`src/rtl/aclock_load_ctrl.sv`:
```
// aclock_load_ctrl: configuration sequencer for the aclock alarm-clock core.
// Arbitrates set-time / set-alarm requests from two requesters (round-robin),
// range-checks binary hour/minute, drives BCD digits plus a one-cycle load
// strobe to the core, and confirms time loads by readback with timeout/retry.
//
// Ports:
//   clk, reset                       clock (rising edge), async active-low reset
//   req{0,1}_valid/_kind/_hour/_min  request in (kind 0 = time, 1 = alarm)
//   req{0,1}_ready                   combinational accept, IDLE + granted only
//   done, err, resp_src              one-cycle completion / failure pulse + source
//   H_in1, H_in0, M_in1, M_in0       BCD digits to core
//   LD_time, LD_alarm                one-cycle load strobes to core
//   H_out1, H_out0, M_out1, M_out0   core time readback
module aclock_load_ctrl #(
    parameter int unsigned VERIFY_TIMEOUT = 8,
    parameter int unsigned MAX_RETRY      = 2
) (
    input  logic       clk,
    input  logic       reset,
    input  logic       req0_valid,
    output logic       req0_ready,
    input  logic       req0_kind,
    input  logic [4:0] req0_hour,
    input  logic [5:0] req0_min,
    input  logic       req1_valid,
    output logic       req1_ready,
    input  logic       req1_kind,
    input  logic [4:0] req1_hour,
    input  logic [5:0] req1_min,
    output logic       done,
    output logic       err,
    output logic       resp_src,
    output logic [1:0] H_in1,
    output logic [3:0] H_in0,
    output logic [3:0] M_in1,
    output logic [3:0] M_in0,
    output logic       LD_time,
    output logic       LD_alarm,
    input  logic [1:0] H_out1,
    input  logic [3:0] H_out0,
    input  logic [3:0] M_out1,
    input  logic [3:0] M_out0
);

    localparam int unsigned TW = 8;
    localparam int unsigned RW = 3;

    typedef enum logic [2:0] {
        IDLE   = 3'd0,
        DRIVE  = 3'd1,
        LOAD   = 3'd2,
        VERIFY = 3'd3,
        RESP   = 3'd4
    } state_t;

    state_t          state;
    logic            last_gnt;
    logic            cur_src;
    logic            cur_kind;
    logic [TW-1:0]   to_cnt;
    logic [RW-1:0]   retry_cnt;

    logic            gnt;
    logic            any_valid;
    logic            sel_kind;
    logic [4:0]      sel_hour;
    logic [5:0]      sel_min;
    logic            range_ok;
    logic            readback_match;

    // Round-robin grant: on a tie the requester not granted last wins.
    always_comb begin
        gnt = 1'b0;
        if (req0_valid && req1_valid) begin
            gnt = ~last_gnt;
        end else if (req1_valid) begin
            gnt = 1'b1;
        end
    end

    assign any_valid  = req0_valid | req1_valid;
    assign req0_ready = (state == IDLE) && req0_valid && !gnt;
    assign req1_ready = (state == IDLE) && req1_valid && gnt;

    assign sel_kind = gnt ? req1_kind : req0_kind;
    assign sel_hour = gnt ? req1_hour : req0_hour;
    assign sel_min  = gnt ? req1_min  : req0_min;
    assign range_ok = (sel_hour <= 5'd23) && (sel_min <= 6'd59);

    assign readback_match = (H_out1 == H_in1) && (H_out0 == H_in0) &&
                            (M_out1 == M_in1) && (M_out0 == M_in0);

    // Sequencer: outputs are registered on the transition into the state that owns them.
    always_ff @(posedge clk or negedge reset) begin
        if (!reset) begin
            state     <= IDLE;
            last_gnt  <= 1'b1;
            cur_src   <= 1'b0;
            cur_kind  <= 1'b0;
            to_cnt    <= '0;
            retry_cnt <= '0;
            done      <= 1'b0;
            err       <= 1'b0;
            resp_src  <= 1'b0;
            H_in1     <= '0;
            H_in0     <= '0;
            M_in1     <= '0;
            M_in0     <= '0;
            LD_time   <= 1'b0;
            LD_alarm  <= 1'b0;
        end else begin
            case (state)
                IDLE: begin
                    if (any_valid) begin
                        last_gnt <= gnt;
                        cur_src  <= gnt;
                        cur_kind <= sel_kind;
                        if (range_ok) begin
                            H_in1 <= 2'(sel_hour / 5'd10);
                            H_in0 <= 4'(sel_hour % 5'd10);
                            M_in1 <= 4'(sel_min / 6'd10);
                            M_in0 <= 4'(sel_min % 6'd10);
                            state <= DRIVE;
                        end else begin
                            // Out-of-range: digits untouched, straight to error response.
                            err      <= 1'b1;
                            resp_src <= gnt;
                            state    <= RESP;
                        end
                    end
                end
                DRIVE: begin
                    LD_time  <= ~cur_kind;
                    LD_alarm <= cur_kind;
                    state    <= LOAD;
                end
                LOAD: begin
                    LD_time  <= 1'b0;
                    LD_alarm <= 1'b0;
                    if (cur_kind) begin
                        done     <= 1'b1;
                        resp_src <= cur_src;
                        state    <= RESP;
                    end else begin
                        to_cnt <= '0;
                        state  <= VERIFY;
                    end
                end
                VERIFY: begin
                    if (readback_match) begin
                        done     <= 1'b1;
                        resp_src <= cur_src;
                        state    <= RESP;
                    end else if (to_cnt == TW'(VERIFY_TIMEOUT - 1)) begin
                        to_cnt <= '0;
                        if (retry_cnt < RW'(MAX_RETRY)) begin
                            // Digits are still held, so DRIVE simply re-presents them.
                            retry_cnt <= retry_cnt + RW'(1);
                            state     <= DRIVE;
                        end else begin
                            err      <= 1'b1;
                            resp_src <= cur_src;
                            state    <= RESP;
                        end
                    end else begin
                        to_cnt <= to_cnt + TW'(1);
                    end
                end
                RESP: begin
                    done      <= 1'b0;
                    err       <= 1'b0;
                    retry_cnt <= '0;
                    state     <= IDLE;
                end
                default: begin
                    state <= IDLE;
                end
            endcase
        end
    end

endmodule

```
`config.mk`:
```
export PLATFORM = sky130hd
export DESIGN_NAME = aclock_load_ctrl
export DESIGN_NICKNAME = d
export VERILOG_FILES = /design/src/rtl/aclock_load_ctrl.sv
export SDC_FILE = /design/constraint.sdc
export NUM_CORES = 1
export LEC_CHECK = 0
export ABC_CLOCK_PERIOD_IN_PS = 4880
export CORE_MARGIN = 1.5
export CORE_UTILIZATION = 55
export CTS_CLUSTER_DIAMETER = 80
export DETAILED_ROUTE_END_ITERATION = 12
export GPL_ROUTABILITY_DRIVEN = 0
export HOLD_SLACK_MARGIN = 0.06
export PLACE_DENSITY = 0.86
export SYNTH_ARGS = -nofsm -noshare
export SYNTH_HDL_FRONTEND = slang
export SYNTH_SLANG_ARGS = --single-unit
```
`constraint.sdc`:
```
create_clock -name clk -period 4.88 [get_ports clk]
set_input_delay 0.488 -clock clk [delete_from_list [all_inputs] [get_ports clk]]
set_output_delay 0.488 -clock clk [all_outputs]
set_load 0.02 [all_outputs]
```
# After elaboration in Yosys (flattened, before gate mapping)
# Cells that the tools add are included.
[totals]
register_bits = 36
out_inout_bits = 21
inputBits = 42
elab_cells = 110
[classes]
eq_ne = 20
mux = 38
n_div = 4
reduce_logical = 25
bitwise = 3
n_lt_le_gt_ge = 3
addsub = 2
[ops]
columns = ["operator", "count"]
rows = [
  ["$mux 3", 9],
  ["$mux 8", 3],
  ["$ne 2x2->1 const B", 9],
  ["$mux 1", 16],
  ["$pmux 8 s2", 1],
  ["$eq 4x4->1", 3],
  ["$pmux 3 s4", 1],
  ["$reduce_and 6->1", 2],
  ["$logic_and 1x1->1", 9],
  ["$pmux 1 s3", 3],
  ["$reduce_and 3->1", 3],
  ["$reduce_bool 3->1", 3],
  ["$add 8x1->8 const B", 1],
  ["$eq 8x3->1 const B", 1],
  ["$div 6x4->6 const B", 1],
  ["$eq 3x2->1 const B", 2],
  ["$le 6x6->1 const B", 1],
  ["$mod 6x4->6 const B", 1],
  ["$mux 6", 1],
  ["$ne 3x3->1 const B", 2],
  ["$pmux 3 s2", 1],
  ["$reduce_bool 2->1", 3],
  ["$div 5x4->5 const B", 1],
  ["$le 5x5->1 const B", 1],
  ["other kinds (14)", 17],
]

# Logic depth before layout (Yosys ltp)
# Gate-level depths: netlist of the first run.
[logic_depth]
ltp_word = 8
ltp_mapped = 14
ltp_nobuf = 13

# Least setup slack after synthesis of the first run
# No wires, ideal clock.
[synth_timing]
path_kind = "register to register"
startpoint = "register last_gnt"
endpoint = "register H_in1[0]"
required_time_ns = 4.755
stages_incl_launch_ff = 13
setup_time_ns = 0.125
n_path_buf = 1
path_slack_ns = 2.015
period_less_slack_ns = 2.865
arrival_ns = 2.740
cell_sequence = "dfstp_2 -> a21bo_2 -> buf_12 -> mux2i_1 -> ha_1 -> nor2_1 -> mux2_2 -> nor2_1 -> xnor2_1 -> ha_1 -> nor3_1 -> o21ai_2 -> mux2_2"
[synth_via]
elab_chain_cells = 6
elab_cells_between_ends = 9
classes_between = "1 x div; 2 x order compare; 3 x mux; 1 x bitwise; 2 x reduce/logical"
[synth_rtl]
columns = ["item", "line_no", "rtl"]
rows = [
  ["start: declaration", "57", "logic last_gnt;"],
  ["start signal: assignment", "115", "last_gnt <= gnt;"],
  ["$not 1->1 (*)", "75", "gnt = ~last_gnt;"],
  ["$mux 1 (*)", "74", "if (req0_valid && req1_valid) begin"],
  ["parallel branches: the longest is 4 deep, another holds $div 5x4->5", "n/a", ""],
  ["end signal: assignment", "119", "H_in1 <= 2'(sel_hour / 5'd10);"],
  ["end: declaration", "33", "output logic [1:0] H_in1,"],
]
# Mark *: on every way between the ends.
# A chain may end at the register's enable or synchronous reset.

# Worst setup path after layout of the first run
[layout_timing]
startpoint = "input req0_valid"
endpoint = "register H_in1[0]"
[layout_via]
elab_chain_cells = 6
elab_cells_between_ends = 10
classes_between = "1 x div; 2 x order compare; 3 x mux; 1 x bitwise; 3 x reduce/logical"
[layout_rtl]
columns = ["item", "line_no", "rtl"]
rows = [
  ["start: declaration", "20", "input logic req0_valid,"],
  ["parallel branches: the longest is 6 deep, another holds $div 5x4->5", "n/a", ""],
]
# Parallel ways; which one is timed is not known.

==> implementation parameters, run 1 <==
Parameter                              Value

Outcome
  Result of the run ... finished, final reports clean

Global route
  Total grt overflow ... 0
  Global-route wire length before repair ... 11400 µm
  Number of antenna violations at the first check in global routing ... 0
  Global-route total usage across every layer ... between 20% and 30%
  Number of global-route vias before repair ... 2515
  Largest net degree at the start of global routing ... 36

Placement
  Setup slack at placement ... 1060 ps
  DP Cell Count ... 440
  Port Buffer Count ... 61
  Total half-perimeter wirelength after legalization and detailed placement ... 5210 µm

Worst setup path
  Cell with the biggest individual delay on the critical path ... sky130_fd_sc_hd__clkdlybuf4s50_1
  Kind of start point of the critical path ... input pin
  Maximum fanout along the worst path ... 15
  Kind of end point of the critical path ... register
  Total buffers and inverters traversed by the critical path ... 1
  Crit path from ... req0_valid
  Largest stage delay on the critical path ... 610 ps
  Worst Path Required ... 5060 ps
  Startpoint-to-endpoint class of the critical path ... in2reg
  Worst r2r src ... last_gnt$_DFFE_PN1P_
  Dominant delay contributor by cell family on the critical path ... multiplexers
  Crit path cell chain ... clkdlybuf4s50_1 > a21bo_2 > mux2i_1 > ha_1 > nor2_1 > mux2_2 > nor2_1 > xnor2_1 > ha_1 > nor3_1 > o21ai_2 > mux2_2
  Arrival time at the worst endpoint ... ~3700 ps

Logic synthesis
  Mapped Area ... 2800 µm²
  Dominant cell type by area after synthesis ... sky130_fd_sc_hd__dfrtp_1
  Proportion of netlist area held by the largest area contributor ... between 30% and 40%
  Mean Syn Cell Area ... 8.64 µm²
  Post-synthesis compound-gate area fraction ... between 20% and 30%
  Flops & latches, synth ... 35
  Dominant cells by area after synthesis ... sky130_fd_sc_hd__dfrtp_1 30%, sky130_fd_sc_hd__mux2i_1 5.0%, sky130_fd_sc_hd__nand2_1 5.0%, sky130_fd_sc_hd__xor2_1 4.4%, sky130_fd_sc_hd__nor2_1 4.2%
  Fraction of synthesized area in multiplexers ... 10.1%
  Count of distinct cell types in the synthesized netlist ... 64
  Post-synthesis instance total ... 324
  Synth Area in Adders ... 3.13%
  Yosys warning total ... 0
  Seq/Total Area, Yosys ... 31.3%
  Total nets after synthesis ... between 300 and 400
  Xor/xnor cell area share of the yosys netlist ... 6.26%
  Number of enable flip-flop cells after synthesis ... 0
  Combinational family with the most area after synthesis ... compound AO/OA/AOI/OAI gates
  Fraction of the mapped netlist area in simple logic gates ... 21.9%
  Post-synth ARST share ... 100%
  Primary flip-flop cell chosen by synthesis mapping ... sky130_fd_sc_hd__dfrtp_1

Power and ir drop
  Leakage power figure ... 0.00150 µW
  PwrDens ... 465 nW/µm²
  Maximum vdd ir drop ... 0.000249 V
  PnR Total Power ... 1650 µW

Timing
  Relative slew slack ... roughly a quarter
  Transition at the pin with the smallest max-transition slack ... 1120 ps
  Minimum setup slack in the final design ... 1370 ps
  Sum Neg Setup Slack ... 0 ps
  Worst hold margin ... about 480 ps
  Max Fclk ... 285 MHz
  Final number of hold-violating endpoints ... 0
  Maximum clock skew at final layout ... 5.54 ps
  Final Critical Period ... 3510 ps
  Part of the cycle the worst path needs ... 72.0%
  Setup repair after global routing missed its margin ... no
  Total count of max-transition violations in the final report ... 0
  Total of endpoints with negative setup slack in the final report ... 0

Clock tree
  H-tree Lvls ... 2
  CTS root buf ... sky130_fd_sc_hd__clkbuf_8
  Number of resized instances in the post-cts repair step ... 0
  Total clock buffers created by CTS ... 5
  Deepest clock path buffer count ... 2
  Clock tree from TritonCTS ... done
  Number of sinks on the clock net ... 35
  Buffers inserted during post-CTS setup optimization ... 0
  Hold buffer count at cts ... 0
  Clk Latency, worst-skew pair ... 290 ps
  Register clock-pin slew on the reported worst setup and hold paths ... 70 ps

Floorplanning
  Die area ... between 5000 and 6000 µm²
  Floorplan die width ... 74.3 µm
  Height of the die ... 74.3 µm
  IO Pins ... 63
  Starting Density ... 58.1%
  Placeable core region ... 4820 µm²
  Row Count ... 25

Drt
  Post-route DRC violation count ... 0
  Number of vias in the routed layout ... 2606
  Avg WL per Cell ... 15.3 µm
  Initial DRC count ... between 100 and 150
  Per-cell via count in the routed design ... 5.82
  Number of iterations in the first detailed-routing pass ... 6
  Total Routed Length ... 6840 µm
  Count of nets left with antenna violations after detail routing ... 0

Layout
  Share of cells above drive strength 1 ... about a tenth
  Final Net Count ... 429
  Ant. Diodes ... 0
  Relative area change from synthesis to final layout ... 26.6%
  Non-filler cells in the finished layout ... 448

Hold path
  Min-Delay Startpoint ... to_cnt[7]$_DFFE_PN0P_
  Worst hold path class ... reg2reg

Flow run
  Max capacitance violation total ... 0
## stage by stage
stage / utilization [%] / cell area, µm²
after floorplan: - / 2800
after global placement: 71.1 / 3430
after detailed placement: 71.1 / 3430
after CTS: 73.6 / 3540
after global routing: 73.6 / 3540
final: 73.6 / 3540
## final cells by class
cell class	instances	area, µm²
fill	381	1270
tap	67	83.8
timing repair buffer	65	641
clock buffer	6	82.6
inverter	13	51.3
clock inverter	2	35.0
sequential	35	877
multi-input combinational	260	1770
## cells by family after synthesis
logic type,Yosys count
muxes,24
adders and majority gates,7
AOI/OAI and AO/OA,85
DFF,35
buffers and inverters,29
and+or+nand+nor,123
xor gates and xnor gates,20
other,1
## final timing paths
check | endpoint | slack, ps | depth (start not counted)
max in group asynchronous | last_gnt$_DFFE_PN1P_ | 3890 | 2
hold reg to reg | to_cnt[7]$_DFFE_PN0P_ | 480 | 1
min in group asynchronous | LD_time$_DFFE_PN0P_ | 620 | 2
setup / recovery | H_in1[0]$_DFFE_PN0P_ | 1370 | 12
hold / removal | to_cnt[7]$_DFFE_PN0P_ | 480 | 1
setup reg to reg | H_in1[0]$_DFFE_PN0P_ | 1650 | 11
## placed cells by master, fill, tap and decap left out, types with 3 or more instances in the layout
cell type / instances
sky130_fd_sc_hd__xnor2_1: 6
sky130_fd_sc_hd__a311oi_1: 3
sky130_fd_sc_hd__nor3b_1: 4
sky130_fd_sc_hd__nor2b_1: 5
sky130_fd_sc_hd__nor4_1: 6
sky130_fd_sc_hd__o31ai_1: 6
sky130_fd_sc_hd__ha_1: 7
sky130_fd_sc_hd__a21oi_1: 11
sky130_fd_sc_hd__and2_1: 3
sky130_fd_sc_hd__nand3_1: 5
sky130_fd_sc_hd__a31oi_1: 8
sky130_fd_sc_hd__clkbuf_8: 6
sky130_fd_sc_hd__a211oi_1: 3
sky130_fd_sc_hd__nor3_1: 10
sky130_fd_sc_hd__clkdlybuf4s50_1: 61
sky130_fd_sc_hd__mux2_2: 5
sky130_fd_sc_hd__nand2b_1: 8
sky130_fd_sc_hd__and3_1: 4
sky130_fd_sc_hd__xor2_1: 14
sky130_fd_sc_hd__inv_1: 11
sky130_fd_sc_hd__o21bai_1: 3
sky130_fd_sc_hd__nor2_1: 31
sky130_fd_sc_hd__buf_4: 4
sky130_fd_sc_hd__dfrtp_1: 34
sky130_fd_sc_hd__mux2i_1: 14
sky130_fd_sc_hd__o21ai_0: 21
sky130_fd_sc_hd__nand2_1: 37
sky130_fd_sc_hd__o21a_1: 4
## worst reg2reg max path, stage by stage (launching register included)
cell	delay (ps)
sky130_fd_sc_hd__dfstp_2	570
sky130_fd_sc_hd__a21bo_2	410
sky130_fd_sc_hd__mux2i_1	380
sky130_fd_sc_hd__ha_1	270
sky130_fd_sc_hd__nor2_1	50
sky130_fd_sc_hd__mux2_2	300
sky130_fd_sc_hd__nor2_1	200
sky130_fd_sc_hd__xnor2_1	130
sky130_fd_sc_hd__ha_1	230
sky130_fd_sc_hd__nor3_1	230
sky130_fd_sc_hd__o21ai_2	90
sky130_fd_sc_hd__mux2_2	260
## sequential cells by signal, summed over array words and instances (netlist names)
| register | cells |
|---|---|
| last_gnt | 1 |
| resp_src | 1 |
| LD_time | 1 |
| LD_alarm | 1 |
| cur_kind | 1 |
| cur_src | 1 |
| H_in1 | 2 |
| M_in0 | 4 |
| retry_cnt | 3 |
| state | 3 |
| M_in1 | 3 |
| done | 1 |
| err | 1 |
| to_cnt | 8 |
| H_in0 | 4 |
## power by group
group | switching (µW) | total, µW | internal [µW]
logic | 442 | 843 | 401
clock network | 114 | 279 | 165
registers | 125 | 528 | 403
## cells in the mapped netlist, drive strengths merged (2+ instances only)
cell	number
a2111oi	2
a211oi	3
a21boi	2
a21o	2
a21oi	11
a311oi	3
a31oi	8
and2	3
and2b	3
and3	4
buf	11
clkbuf	5
dfrtp	34
ha	7
inv	13
mux2	8
mux2i	16
nand2	39
nand2b	9
nand3	5
nor2	31
nor2b	5
nor3	10
nor3b	4
nor4	7
o211ai	2
o21a	4
o21ai	25
o21bai	3
o221ai	2
o22ai	3
o2bb2ai	2
o31a	2
o31ai	6
xnor2	6
xor2	14
## per-layer routing
layer  global-route usage [%]  up-vias  part of all wire, %
met5                        0        -                    0
met4                     7.07        0                  1.3
met3                     3.79       11                  3.9
met2                     46.9       77                   51
met1                     34.0     1243                   44
li1                         -     1275                    -
Power figures use the tool's default switching activity.
==> run 2, diff against run 1 <==
==> config.mk (replaced) <==
export PLATFORM = sky130hd
export DESIGN_NAME = aclock_load_ctrl
export DESIGN_NICKNAME = d
export VERILOG_FILES = /design/src/rtl/aclock_load_ctrl.sv
export SDC_FILE = /design/constraint.sdc
export NUM_CORES = 1
export LEC_CHECK = 0
export ABC_CLOCK_PERIOD_IN_PS = 3600
export CORE_MARGIN = 1.5
export CORE_UTILIZATION = 51
export CTS_CLUSTER_DIAMETER = 80
export DETAILED_ROUTE_END_ITERATION = 12
export GPL_ROUTABILITY_DRIVEN = 0
export HOLD_SLACK_MARGIN = 0.06
export PLACE_DENSITY = 0.81
export SYNTH_ARGS = -nofsm -noshare
export SYNTH_HDL_FRONTEND = slang
export SYNTH_SLANG_ARGS = --single-unit
==> constraint.sdc (replaced) <==
create_clock -name clk -period 3.6 [get_ports clk]
set_input_delay 0.36 -clock clk [delete_from_list [all_inputs] [get_ports clk]]
set_output_delay 0.36 -clock clk [all_outputs]
set_load 0.02 [all_outputs]
==> run 2 against run 1 <==
Die area grew 7.5%. Clock power is essentially flat. Register-to-register slack lost 940 ps. Clock-buffer cell count grew 1. Critical path depth is the same. Final cell count grew 1.8%. Non-clock buffer count grew 5. Via count shrank 0.38%. Core utilization shrank 5.4 points. Clock skew grew 0.85 ps. Worst setup slack lost 740 ps. Worst hold slack gained 3.2 ps. Critical path type unchanged. Critical endpoint unchanged.
==> implementation parameters, run 2 (synthesized netlist as in run 1, its figures left out) <==
Parameter                              Value

Outcome
  Result of the run ... finished, final reports clean (unchanged)

Worst setup path
  Maximum fanout along the worst path ... 5 (was 15)
  Cell with the biggest individual delay on the critical path ... sky130_fd_sc_hd__clkdlybuf4s50_1 (unchanged)
  Kind of start point of the critical path ... input pin (unchanged)
  Worst Path Required ... 3780 ps (was 5060 ps)
  Arrival time at the worst endpoint ... 3150 ps (was 3700 ps)
  Crit path cell chain ... clkdlybuf4s50_1 > a21bo_2 > mux2i_1 > ha_1 > nor2_1 > mux2_2 > nor2_1 > xnor2_1 > ha_1 > nor3_1 > o21ai_2 > mux2_2 (unchanged)
  Total buffers and inverters traversed by the critical path ... 1 (unchanged)
  Largest stage delay on the critical path ... 540 ps (was 610 ps)
  Startpoint-to-endpoint class of the critical path ... in2reg (unchanged)
  Dominant delay contributor by cell family on the critical path ... multiplexers (unchanged)
  Kind of end point of the critical path ... register (unchanged)

Timing
  Setup repair after global routing missed its margin ... no (unchanged)
  Minimum setup slack in the final design ... 628 ps (was 1370 ps)
  Total of endpoints with negative setup slack in the final report ... 0 (unchanged)
  Transition at the pin with the smallest max-transition slack ... 503 ps (was 1120 ps)
  Part of the cycle the worst path needs ... 82.6%
  Maximum clock skew at final layout ... 6.39 ps (was 5.54 ps)
  Max Fclk ... 336 MHz
  Worst hold margin ... 484 ps (was 481 ps)
  Final Critical Period ... 2970 ps
  Total count of max-transition violations in the final report ... 0 (unchanged)
  Sum Neg Setup Slack ... 0 ps (unchanged)
  Final number of hold-violating endpoints ... 0 (unchanged)
  Relative slew slack ... 66.2% (was 24.3%)

Floorplanning
  Die area ... 5940 µm² (was 5530 µm²)
  Starting Density ... 53.8% (was 58.1%)
  Floorplan die width ... 77.1 µm (was 74.3 µm)
  Placeable core region ... 5200 µm² (was 4820 µm²)
  IO Pins ... 63 (unchanged)
  Height of the die ... 77.1 µm (was 74.3 µm)
  Row Count ... 26 (was 25)

Layout
  Share of cells above drive strength 1 ... 10.9% (was 10.2%)
  Number of flip-flops under the largest register name ... 8 (unchanged)
  Largest registers ... to_cnt: 8 flops, H_in0: 4 flops, M_in0: 4 flops (unchanged)
  Ant. Diodes ... 0 (unchanged)
  Commonest cells after routing, fill and taps aside ... 61 x sky130_fd_sc_hd__clkdlybuf4s50_1, 37 x sky130_fd_sc_hd__nand2_1, 34 x sky130_fd_sc_hd__dfrtp_1 (unchanged)
  Fillcell total ... 443 (was 381)
  Reg with most FFs ... to_cnt (unchanged)
  Final design instance area without fill ... 3550 µm² (was 3540 µm²)
  Relative area change from synthesis to final layout ... 26.8% (was 26.6%)
  Final Net Count ... 434 (was 429)
  Non-filler cells in the finished layout ... 456 (was 448)
  Leading cell type in the layout, fill and taps excluded ... sky130_fd_sc_hd__clkdlybuf4s50_1 (unchanged)

Clock tree
  H-tree Lvls ... 2 (unchanged)
  Register clock-pin slew on the reported worst setup and hold paths ... 70 ps (about the same)
  Number of sinks on the clock net ... 35 (unchanged)
  Total clock buffers created by CTS ... 5 (unchanged)
  Clock tree from TritonCTS ... done (unchanged)
  Clk Latency, worst-skew pair ... 290 ps (about the same)
  Buffers inserted during post-CTS setup optimization ... 0 (unchanged)
  CTS root buf ... sky130_fd_sc_hd__clkbuf_8 (unchanged)
  Hold buffer count at cts ... 0 (unchanged)
  Deepest clock path buffer count ... 2 (unchanged)
  Number of resized instances in the post-cts repair step ... 0 (unchanged)

Placement
  Placed Area ... 3470 µm² (was 3430 µm²)
  Port Buffer Count ... 61 (unchanged)
  Setup slack at placement ... 359 ps (was 1060 ps)
  Total half-perimeter wirelength after legalization and detailed placement ... 5220 µm (was 5210 µm)
  DP Cell Count ... 448 (was 440)

Hold path
  Worst hold path class ... reg2reg (unchanged)

Drt
  Total Routed Length ... 6790 µm (was 6840 µm)
  Initial DRC count ... 125 (was 139)
  Post-route DRC violation count ... 0 (unchanged)
  Number of iterations in the first detailed-routing pass ... 4 (was 6)
  Count of nets left with antenna violations after detail routing ... 0 (unchanged)
  Per-cell via count in the routed design ... 5.69 (was 5.82)
  Number of vias in the routed layout ... 2596 (was 2606)
  Avg WL per Cell ... 14.9 µm (was 15.3 µm)

Power and ir drop
  Leakage power figure ... 0.00150 µW (about the same)
  PwrDens ... 602 nW/µm² (was 465 nW/µm²)
  Maximum vdd ir drop ... 0.000401 V (was 0.000249 V)

Global route
  Number of antenna violations at the first check in global routing ... 0 (unchanged)
  Global-route total usage across every layer ... 24.5% (was 26.6%)
  Total grt overflow ... 0 (unchanged)
  Number of global-route vias before repair ... 2551 (was 2515)
  Global-route wire length before repair ... 11700 µm (was 11400 µm)
  Largest net degree at the start of global routing ... 36 (unchanged)

Flow run
  Max capacitance violation total ... 0 (unchanged)
## run 2: changes by cell type in the layout (fill, tap and decap cells not counted)
cell / delta
sky130_fd_sc_hd__clkbuf_1: +2
sky130_fd_sc_hd__clkbuf_8: -1
sky130_fd_sc_hd__buf_4: +5
sky130_fd_sc_hd__bufinv_16: -1
## run 2: final cells by class
class | instances | area, µm² | share of cell area, %
inverter | 13 | 51.3 | 1.45
clock inverter | 1 | 5.00 | 0.141
multi-input combinational | 260 | 1770 | 50.0
clock buffer | 7 | 76.3 | 2.15
tap | 70 | 87.6 | 2.47
timing repair buffer | 70 | 678 | 19.1
sequential | 35 | 877 | 24.7
## run 2: routing by layer
| metal | vias to the layer above | track usage, % | wire length (µm) |
|---|---|---|---|
| met5 | - | 0 | 0 |
| met4 | 0 | 8.36 | 116 |
| met3 | 9 | 3.57 | 286 |
| met2 | 76 | 42.8 | 3350 |
| met1 | 1225 | 30.8 | 3030 |
| li1 | 1286 | - | - |
## run 2: final timing paths
check                                        to                  from  cells after the start  slack (ps)
setup / recovery           H_in1[0]$_DFFE_PN0P_            req1_valid                     12         630
hold / removal              cur_src$_DFFE_PN0P_   cur_src$_DFFE_PN0P_                      2         480
setup reg to reg           H_in1[0]$_DFFE_PN0P_  last_gnt$_DFFE_PN1P_                     11         710
hold reg to reg             cur_src$_DFFE_PN0P_   cur_src$_DFFE_PN0P_                      2         480
max in group asynchronous  last_gnt$_DFFE_PN1P_                 reset                      2        2760
min in group asynchronous      done$_DFFE_PN0P_                 reset                      2         490
## run 2: report_power, final
| group | internal [µW] | switching, µW |
|---|---|---|
| clock network | 136 | 145 |
| logic | 553 | 594 |
| registers | 547 | 162 |
## run 2: worst min-delay path: stages (launching register included)
cell	delay, ps
sky130_fd_sc_hd__dfrtp_1	340
sky130_fd_sc_hd__nand2_1	60
sky130_fd_sc_hd__nand2_1	50
## run 2: through the flow
stage / utilization [%] / total power, µW
after detailed placement: 66.6 / 1870
final: 68.2 / 2140
after global placement: 66.6 / 1830
after CTS: 68.2 / 2150
after global routing: 68.2 / 2300
after floorplan: - / 1440
==> run 3, diff against run 2 <==
==> config.mk (replaced) <==
export PLATFORM = sky130hd
export DESIGN_NAME = aclock_load_ctrl
export DESIGN_NICKNAME = d
export VERILOG_FILES = /design/src/rtl/aclock_load_ctrl.sv
export SDC_FILE = /design/constraint.sdc
export NUM_CORES = 1
export LEC_CHECK = 0
export ABC_CLOCK_PERIOD_IN_PS = 2500
export CORE_MARGIN = 1.5
export CORE_UTILIZATION = 46
export CTS_CLUSTER_DIAMETER = 80
export DETAILED_ROUTE_END_ITERATION = 12
export GPL_ROUTABILITY_DRIVEN = 0
export HOLD_SLACK_MARGIN = 0.06
export PLACE_DENSITY = 0.77
export SYNTH_ARGS = -nofsm -noshare
export SYNTH_HDL_FRONTEND = slang
export SYNTH_SLANG_ARGS = --single-unit
==> constraint.sdc (replaced) <==
create_clock -name clk -period 2.5 [get_ports clk]
set_input_delay 0.25 -clock clk [delete_from_list [all_inputs] [get_ports clk]]
set_output_delay 0.25 -clock clk [all_outputs]
set_load 0.02 [all_outputs]
==> run 3 against run 2 <==
The flow now finishes with violations (setup timing). First-iteration DRC count rose by 44%. Largest power group unchanged. Total power rose by 60%. Critical endpoint is now H_in0[2]$_DFFE_PN0P_. Critical path depth rose by 1. Via count rose by 10%. Sequential cell count did not move. Wire length rose by 16%. Final cell count rose by 11%. Register-to-register slack got worse by 720 ps. Cell area rose by 12%. Clock-buffer cell count fell by 1.
==> implementation parameters, run 3 (synthesized netlist as in run 1, its figures left out) <==
Parameter                              Value

Layout
  Commonest cells after routing, fill and taps aside ... 61 x sky130_fd_sc_hd__clkdlybuf4s50_1, 54 x sky130_fd_sc_hd__buf_4, 37 x sky130_fd_sc_hd__nand2_1 (was 61 x sky130_fd_sc_hd__clkdlybuf4s50_1, 37 x sky130_fd_sc_hd__nand2_1, 34 x sky130_fd_sc_hd__dfrtp_1)
  Number of flip-flops under the largest register name ... 8 (unchanged)
  Final Net Count ... 479 (was 434)
  Ant. Diodes ... 0 (unchanged)
  Relative area change from synthesis to final layout ... 42.3% (was 26.8%)
  Fillcell total ... 456 (was 443)
  Leading cell type in the layout, fill and taps excluded ... sky130_fd_sc_hd__clkdlybuf4s50_1 (unchanged)
  Reg with most FFs ... to_cnt (unchanged)
  Share of cells above drive strength 1 ... 22.1% (was 10.9%)
  Largest registers ... to_cnt: 8 flops, H_in0: 4 flops, M_in0: 4 flops (unchanged)
  Non-filler cells in the finished layout ... 505 (was 456)

Drt
  Count of nets left with antenna violations after detail routing ... 0 (unchanged)
  Avg WL per Cell ... 15.5 µm (was 14.9 µm)
  Initial DRC count ... 180 (was 125)
  Per-cell via count in the routed design ... 5.67 (was 5.69)
  Number of vias in the routed layout ... 2865 (was 2596)
  Total Routed Length ... 7850 µm (was 6790 µm)
  Post-route DRC violation count ... 0 (unchanged)
  Number of iterations in the first detailed-routing pass ... 4 (unchanged)

Timing
  Max Fclk ... 398 MHz
  Minimum setup slack in the final design ... -10.3 ps (was 628 ps)
  Worst hold margin ... 382 ps (was 484 ps)
  Total count of max-transition violations in the final report ... 0 (unchanged)
  Maximum clock skew at final layout ... 4.48 ps (was 6.39 ps)
  Relative slew slack ... 64.6% (was 66.2%)
  Total of endpoints with negative setup slack in the final report ... 2 (was 0)
  Part of the cycle the worst path needs ... 100%
  Setup repair after global routing missed its margin ... yes (was no)
  Final number of hold-violating endpoints ... 0 (unchanged)
  Transition at the pin with the smallest max-transition slack ... 517 ps (was 503 ps)
  Final Critical Period ... between 2000 and 3000 ps

Clock tree
  Total clock buffers created by CTS ... 5 (unchanged)
  H-tree Lvls ... 2 (unchanged)
  Register clock-pin slew on the reported worst setup and hold paths ... 70 ps (about the same)
  Deepest clock path buffer count ... 2 (unchanged)
  Hold buffer count at cts ... 0 (unchanged)
  Clk Latency, worst-skew pair ... 290 ps (about the same)
  Number of sinks on the clock net ... 35 (unchanged)
  CTS root buf ... sky130_fd_sc_hd__clkbuf_8 (unchanged)
  Clock tree from TritonCTS ... done (unchanged)

Floorplanning
  Placeable core region ... 5890 µm² (was 5200 µm²)
  Die area ... 6560 µm² (was 5940 µm²)
  Starting Density ... 47.6% (was 53.8%)
  Height of the die ... 81.0 µm (was 77.1 µm)
  Floorplan die width ... 81.0 µm (was 77.1 µm)
  Row Count ... 28 (was 26)
  IO Pins ... 63 (unchanged)

Global route
  Total grt overflow ... 0 (unchanged)
  Global-route wire length before repair ... 12600 µm (was 11700 µm)
  Global-route total usage across every layer ... 24.8% (was 24.5%)
  Largest net degree at the start of global routing ... 36 (unchanged)
  Number of global-route vias before repair ... 2822 (was 2551)
  Number of antenna violations at the first check in global routing ... 0 (unchanged)

Worst setup path
  Startpoint-to-endpoint class of the critical path ... reg2reg (was in2reg)
  Largest stage delay on the critical path ... 540 ps (about the same)
  Kind of start point of the critical path ... register (was input pin)
  Worst Path Required ... 2670 ps (was 3780 ps)
  Crit path cell chain ... a21bo_4 > mux2i_4 > ha_4 > nor2_1 > mux2_4 > nor2_4 > xnor2_2 > ha_2 > buf_4 > nor2_2 > nor2_1 > o21bai_1 > a31oi_1 (was clkdlybuf4s50_1 > a21bo_2 > mux2i_1 > ha_1 > nor2_1 > mux2_2 > nor2_1 > xnor2_1 > ha_1 > nor3_1 > o21ai_2 > mux2_2)
  Maximum fanout along the worst path ... 4 (was 5)
  Kind of end point of the critical path ... register (unchanged)
  Arrival time at the worst endpoint ... 2680 ps (was 3150 ps)
  Cell mode on critical path ... sky130_fd_sc_hd__nor2_1
  Cell with the biggest individual delay on the critical path ... sky130_fd_sc_hd__dfstp_2 (was sky130_fd_sc_hd__clkdlybuf4s50_1)

Power and ir drop
  PwrDens ... 859 nW/µm² (was 602 nW/µm²)
  Share of power burned in combinational logic ... 55.5% (was 53.7%)
  Fraction of power consumed by sequential logic ... 29.7% (was 33.2%)
  Net switching power of the design ... 1390 µW (was 901 µW)
  Power share of the clock group ... 14.8% (was 13.2%)
  Leakage power figure ... 0.00174 µW (was 0.00150 µW)
  Cell internal power dissipation ... 2030 µW (was 1240 µW)
  Maximum vdd ir drop ... 0.000555 V (was 0.000401 V)
  Switching share of total power ... 40.7% (was 42.2%)

Placement
  Total half-perimeter wirelength after legalization and detailed placement ... 5860 µm (was 5220 µm)
  DP Cell Count ... 494 (was 448)
  Port Buffer Count ... 61 (unchanged)

Hold path
  Worst hold path class ... in2async (was reg2reg)

Outcome
  Result of the run ... finished, violations left (was finished, final reports clean)
  Failing checks ... setup timing

Flow run
  Max capacitance violation total ... 0 (unchanged)
-- run 3: cell types whose count changed in the layout (fill, tap and decap cells not counted), sizes merged --
cell,previous run,this run
buf,9,54
bufinv,0,1
clkbuf,7,6
clkinv,1,0
-- run 3: cell type report --
type,count,area (µm²),area share [%]
sequential,35,877,22.0
clock inverter,1,30.0,0.754
inverter,13,51.3,1.29
timing repair buffer,115,1020,25.5
tap,75,93.8,2.36
multi-input combinational,260,1840,46.3
clock buffer,6,72.6,1.82
-- run 3: per-stage QoR --
stage	utilization [%]	cell area [µm²]	worst slack [ps]	total power [µW]	TNS, ps
after floorplan	-	2840	-123	2090	-279
after detailed placement	64.9	3820	-310	2860	-1230
after global routing	67.7	3980	-83.7	3640	-251
after CTS	67.1	3950	0.0928	3380	0
final	67.7	3980	-10.3	3420	-11.9
after global placement	64.9	3820	-257	2810	-980
-- run 3: path summary, 6_finish.rpt --
path | start | to | slack (ps) | cells after the start
max in group asynchronous | reset | last_gnt$_DFFE_PN1P_ | 1780 | 2
worst min register to register | cur_src$_DFFE_PN0P_ | cur_src$_DFFE_PN0P_ | 490 | 2
worst min-delay path | reset | M_in1[2]$_DFFE_PN0P_ | 380 | 2
worst max-delay path | last_gnt$_DFFE_PN1P_ | H_in0[2]$_DFFE_PN0P_ | -10 | 13
worst max register to register | last_gnt$_DFFE_PN1P_ | H_in0[2]$_DFFE_PN0P_ | -10 | 13
min in group clk | cur_src$_DFFE_PN0P_ | cur_src$_DFFE_PN0P_ | 490 | 2
-- run 3: timing repair --
item	CTS	global route
gates resized for setup	2	3
pin swaps	4	6
hold endpoints to repair	0	0
buffers inserted	1	3
gates cloned	0	0
endpoints found under the setup margin	3	3
-- run 3: power by group through the flow --
stage | registers [µW] | logic [µW] | clock network, µW
floorplan | 1120 | 973 | 0
detailed placement | 1020 | 1840 | 0
finish | 1020 | 1900 | 506
CTS | 1010 | 1870 | 501
global placement | 1010 | 1790 | 0
global route | 1050 | 2050 | 540
-- run 3: routing by layer --
metal	vias to the layer above	global-route usage (%)	part of all wire [%]
met3	16	3.60	6.0
met2	107	44.1	51
li1	1364	-	-
met1	1378	30.4	41
met4	0	8.79	2.1
met5	-	0	0
-- run 3: worst max-delay path, delay by kind of cell (launching register included) --
family	cells	cell delay, ps
compound gates	3	360
mux	2	550
xor+xnor	1	100
buf+inv	1	140
flops	1	540
simple gates	4	300
fa+ha+maj	2	390
